**src/rtl/key_digit_editor.sv**
```systemverilog
// Single-button BCD setting editor: a long press enters edit mode and walks digit
// positions from most to least significant, a short press increments the selected digit.
`timescale 1ns/1ps

module key_digit_editor #(
    parameter int IN_C_HZ   = 50_000_000,
    parameter int DIGITS    = 4,
    parameter int BLINK_MS  = 250,
    parameter int TIMEOUT_S = 10
) (
    input  logic                      clk,
    input  logic                      rst_n,
    input  logic                      key_short,
    input  logic                      key_long,
    output logic [4*DIGITS-1:0]       value,
    output logic [4*DIGITS-1:0]       edit_value,
    output logic [$clog2(DIGITS)-1:0] sel,
    output logic                      edit_active,
    output logic                      blink,
    output logic                      commit
);

    localparam int SEL_W = $clog2(DIGITS);

    // Terminal counts are evaluated in 64 bits so large clock rates cannot overflow.
    localparam logic [63:0] BLINK_TC   = 64'(BLINK_MS) * 64'(IN_C_HZ / 1000) - 64'd1;
    localparam logic [63:0] TIMEOUT_TC = 64'(TIMEOUT_S) * 64'(IN_C_HZ) - 64'd1;
    localparam int BLINK_W = $clog2(BLINK_TC) + 1;
    localparam int TO_W    = $clog2(TIMEOUT_TC) + 1;
    localparam logic [BLINK_W-1:0] BLINK_END = BLINK_W'(BLINK_TC);
    localparam logic [TO_W-1:0]    TO_END    = TO_W'(TIMEOUT_TC);
    localparam logic [SEL_W-1:0]   SEL_MSD   = SEL_W'(DIGITS - 1);

    typedef enum logic {
        IDLE,
        EDIT
    } state_t;

    state_t               state_q, state_d;
    logic [4*DIGITS-1:0]  value_q, value_d;
    logic [4*DIGITS-1:0]  edit_value_q, edit_value_d;
    logic [SEL_W-1:0]     sel_q, sel_d;
    logic                 edit_active_q, edit_active_d;
    logic                 blink_q, blink_d;
    logic                 commit_q, commit_d;
    logic [BLINK_W-1:0]   blink_cnt_q, blink_cnt_d;
    logic [TO_W-1:0]      to_cnt_q, to_cnt_d;
    logic [3:0]           digit_cur;
    logic [3:0]           digit_next;

    always_comb begin
        digit_cur  = edit_value_q[{sel_q, 2'b00} +: 4];
        digit_next = (digit_cur == 4'd9) ? 4'd0 : digit_cur + 4'd1;
    end

    always_comb begin
        state_d       = state_q;
        value_d       = value_q;
        edit_value_d  = edit_value_q;
        sel_d         = sel_q;
        edit_active_d = edit_active_q;
        blink_d       = blink_q;
        commit_d      = 1'b0;
        blink_cnt_d   = blink_cnt_q;
        to_cnt_d      = to_cnt_q;

        case (state_q)
            IDLE: begin
                edit_value_d  = value_q;
                sel_d         = '0;
                edit_active_d = 1'b0;
                blink_d       = 1'b0;
                blink_cnt_d   = '0;
                to_cnt_d      = '0;
                if (key_long) begin
                    state_d       = EDIT;
                    sel_d         = SEL_MSD;
                    edit_active_d = 1'b1;
                    blink_d       = 1'b1;
                end
            end

            EDIT: begin
                if (key_long || key_short) begin
                    blink_cnt_d = '0;
                    to_cnt_d    = '0;
                    blink_d     = 1'b1;
                    // key_long wins when both pulses arrive together
                    if (key_long) begin
                        if (sel_q != '0) begin
                            sel_d = sel_q - SEL_W'(1);
                        end else begin
                            value_d       = edit_value_q;
                            commit_d      = 1'b1;
                            state_d       = IDLE;
                            sel_d         = '0;
                            edit_active_d = 1'b0;
                            blink_d       = 1'b0;
                        end
                    end else begin
                        edit_value_d[{sel_q, 2'b00} +: 4] = digit_next;
                    end
                end else if (to_cnt_q == TO_END) begin
                    edit_value_d  = value_q;
                    state_d       = IDLE;
                    sel_d         = '0;
                    edit_active_d = 1'b0;
                    blink_d       = 1'b0;
                    blink_cnt_d   = '0;
                    to_cnt_d      = '0;
                end else begin
                    to_cnt_d = to_cnt_q + TO_W'(1);
                    if (blink_cnt_q == BLINK_END) begin
                        blink_cnt_d = '0;
                        blink_d     = ~blink_q;
                    end else begin
                        blink_cnt_d = blink_cnt_q + BLINK_W'(1);
                    end
                end
            end

            default: begin
                state_d = IDLE;
            end
        endcase
    end

    always_ff @(posedge clk or negedge rst_n) begin
        if (!rst_n) begin
            state_q       <= IDLE;
            value_q       <= '0;
            edit_value_q  <= '0;
            sel_q         <= '0;
            edit_active_q <= 1'b0;
            blink_q       <= 1'b0;
            commit_q      <= 1'b0;
            blink_cnt_q   <= '0;
            to_cnt_q      <= '0;
        end else begin
            state_q       <= state_d;
            value_q       <= value_d;
            edit_value_q  <= edit_value_d;
            sel_q         <= sel_d;
            edit_active_q <= edit_active_d;
            blink_q       <= blink_d;
            commit_q      <= commit_d;
            blink_cnt_q   <= blink_cnt_d;
            to_cnt_q      <= to_cnt_d;
        end
    end

    assign value       = value_q;
    assign edit_value  = edit_value_q;
    assign sel         = sel_q;
    assign edit_active = edit_active_q;
    assign blink       = blink_q;
    assign commit      = commit_q;

endmodule
```
**config.mk**
```make
export PLATFORM = sky130hd
export DESIGN_NAME = key_digit_editor
export DESIGN_NICKNAME = d
export VERILOG_FILES = /design/src/rtl/key_digit_editor.sv
export SDC_FILE = /design/constraint.sdc
export NUM_CORES = 1
export LEC_CHECK = 0
export CELL_PAD_IN_SITES_DETAIL_PLACEMENT = 1
export CELL_PAD_IN_SITES_GLOBAL_PLACEMENT = 2
export CORE_ASPECT_RATIO = 0.5
export CORE_MARGIN = 1.5
export CORE_UTILIZATION = 30
export CTS_CLUSTER_SIZE = 40
export DETAILED_ROUTE_END_ITERATION = 7
export GPL_ROUTABILITY_DRIVEN = 0
export PLACE_DENSITY_LB_ADDON = 0.1
export SETUP_SLACK_MARGIN = 0.1
export SLEW_MARGIN = 5
export SYNTH_ARGS = -nofsm -noshare
export SYNTH_HDL_FRONTEND = slang
export SYNTH_SLANG_ARGS = --single-unit
```
**constraint.sdc**
```tcl
create_clock -name clk -period 2.6 [get_ports clk]
set_clock_uncertainty 0.15 [all_clocks]
set_input_delay 0.26 -clock clk [delete_from_list [all_inputs] [get_ports clk]]
set_output_delay 0.26 -clock clk [all_outputs]
set_load 0.02 [all_outputs]
```
==> out/metrics.yaml <==
place:
  dp_hpwl_mm: 8.67
  placed_area_um2: 5490
  io_buffers: 40
cells_and_area:
  nets: 565
  finalInstanceArea_um2: 5830
  drive_gt1_frac: 0.0952
  diodes: 0
  area_growth_syn_to_layout_pct: 23.2
  fillerInstances: 1746
power_and_ir_drop:
  ir_worst_vdd_mv: 0.298
  swShare: 0.309
  p_switching_w: 0.00126
  power_frac_seq: 0.408
  p_per_area_nw_per_um2: 700
  power_leakage_nw: 2.47
  p_comb_frac: 0.243
  clkPwrFrac: 0.348
  p_int_w: 0.00282
global_route:
  grt_util_all_layers: 0.161
  grt_pass1_wl_mm: 20.9
  grt_pass1_vias: 3971
  grt_antenna_before_repair: 0
  grt_overflow: 0
  grt_max_degree: 44
worst_setup_path:
  critPathLaunchType: "register"
  worstPathRequired_ns: 2.67
  slowest_stage: "or4b_1"
  end_kind: "register"
  crit_type: "reg -> reg"
  path_buf_inv: 0
  cp_data_arrival_time_ns: 2.43
  cp_max_fo: 7
  path_cells: "or4b_1, nor4_4, nand3_2, and3_1, mux2_1"
  crit_family: "simple AND/OR/NAND/NOR gates"
  cpPeakStageDelay_ns: 0.59
sta:
  slew_viol_final: 0
  hold_violations: 0
  layout_min_cycle_time_ns: 2.36
  fmax_mhz: 424
  tightestPinTransition_ns: 0.605
  fin_crit_sh: 0.908
  max-slew-margin-rel: 0.597
  rsz0062_at_grt: "no"
  tns_ns: 0
  setup_viol: 0
synth:
  ys_types: 42
  postSynthCellCount: 494
  synth_edf_count: 0
  yosysSeqAreaShare: 0.491
  synthTopCellsByArea: "dfrtp_1, nand2_1, nor2_1, xor2_1, xnor2_1"
  synth_top_cell_by_area: "dfrtp_1"
  synth_top_area_share: 0.491
  yosys_warnings: 0
  async_flop_share: 1.00
  yosysMostFrequentCell: "dfrtp_1"
  synth.top_cells.by_count: "dfrtp_1, nand2_1, nor2_1"
  synthesis.area_um2: 4740
  synth_top_flop_cell: "dfrtp_1"
  syn_nets: 506
  syn-mean-instance-area_um2: 9.59
  synth-seq-cells: 93
route:
  drtAntennaViolNets: 0
  via_count: 3679
  totalWireLength_mm: 12.2
  vias_per_cell: 4.83
  avgRoutedWirePerCell_um: 16.0
  drt_pass1_iterations: 4
  drcViolationCount: 0
  drt_iter0_markers: 133
clocking:
  cts_tree: "yes"
  cts-root-buf: "clkbuf_16"
  htree_levels: 3
  clock-sinks: 93
  clock_latency_ns: 0.34
  clkSlewWorstSetupHoldPaths_ns: 0.06
  clk_path_buf_depth: 2
  cts_made_buffers: 9
floorplan:
  start_util: 0.307
  die_h_um: 91.8
  rows: 32
  dieWidth_um: 181
  dieArea_um2: 16600
  coreArea_um2: 15400
  ios: 41
flow_run:
  cap_violations: 0
min_path:
  min_path_type: "reg -> reg"
run_status:
  status: "finished clean"
-- flip-flops by register name (all words and copies together), names as in the netlist --
| register | cells |
|---|---|
| to_cnt_q | 30 |
| blink_cnt_q | 25 |
| value | 16 |
| sel | 2 |
| commit | 1 |
| state_q | 1 |
| edit_value | 16 |
| edit_active | 1 |
| blink | 1 |
-- cells by family after synthesis --
family | share of synthesized area
muxes | 0.0594
and+or+nand+nor | 0.260
xor gates and xnor gates | 0.0906
AOI/OAI and AO/OA | 0.0412
adders and majority gates | 0.0211
DFF | 0.491
buffers and inverters | 0.0359
-- power groups by stage --
stage          clock network, W  registers, W  logic [W]
6_report                0.00142       0.00167   0.000994
5_1_grt                 0.00153       0.00169    0.00110
4_1_cts                 0.00148       0.00168   0.000986
3_5_place_dp                  0       0.00171   0.000980
3_3_place_gp                  0       0.00171   0.000983
2_1_floorplan                 0       0.00175   0.000551
-- layer usage --
| metal | GRT usage | vias to the layer above | part of all wire |
|---|---|---|---|
| met5 | 0 | - | 0 |
| met4 | 0.0322 | 0 | 0.0061 |
| met3 | 0.0417 | 6 | 0.027 |
| met2 | 0.270 | 47 | 0.48 |
| met1 | 0.209 | 1825 | 0.49 |
| li1 | - | 1801 | - |
-- layout by cell type (no fill, tap or decap), drive strengths merged, types with 3 or more instances in the layout --
cell / instances
clkbuf: 11
ha: 8
nor2: 65
nor3: 8
and2: 3
xor2: 26
nand4: 16
nor4: 6
or4b: 6
dfrtp: 93
xnor2: 23
or3: 3
and3: 11
o31ai: 3
mux2: 17
o21ai: 25
a21oi: 6
inv: 15
nand3: 35
buf: 28
and4: 7
nand2: 81
clkdlybuf4s50: 39
mux4: 4
-- area by class of cell --
class,instances,area [um2],area share
Clock inverter,4,72.6,0.0124
Tap cell,204,255,0.0438
Timing Repair Buffer,68,636,0.109
Inverter,16,60.1,0.0103
Sequential cell,93,2330,0.399
Multi-Input combinational cell,365,2240,0.384
Clock buffer,11,243,0.0416
-- through the flow --
step,util,hold slack (ns),instances,power (W),setup slack [ns]
after floorplan,-,-0.186,494,0.00230,0.181
after global placement,0.356,0.169,743,0.00269,0.177
after detailed placement,0.356,0.173,743,0.00269,0.0919
after CTS,0.377,0.328,759,0.00415,0.212
after global routing,0.378,0.344,761,0.00431,0.106
final,0.378,0.316,761,0.00408,0.239
-- what timing repair did --
action / 4_1_cts / 5_1_grt
setup buffers: 0 / 2
gates resized for setup: 1 / 0
cloned: 0 / 0
endpoints found under the setup margin: 2 / 6
hold buffers: 1 / 0
hold endpoints to repair: 40 / 0
-- path summary, 6_finish.rpt --
path                                      from               to  slack, ns  depth (start not counted)
worst min register to register  blink_cnt_q[0]   blink_cnt_q[0]       0.32                          1
min in group asynchronous                rst_n          state_q       0.33                          2
worst max register to register    to_cnt_q[15]   edit_value[15]       0.24                          5
worst min-delay path            blink_cnt_q[0]   blink_cnt_q[0]       0.32                          1
max in group asynchronous                rst_n  blink_cnt_q[18]       1.32                          3
worst max-delay path              to_cnt_q[15]   edit_value[15]       0.24                          5
Power figures use the tool's default switching activity.
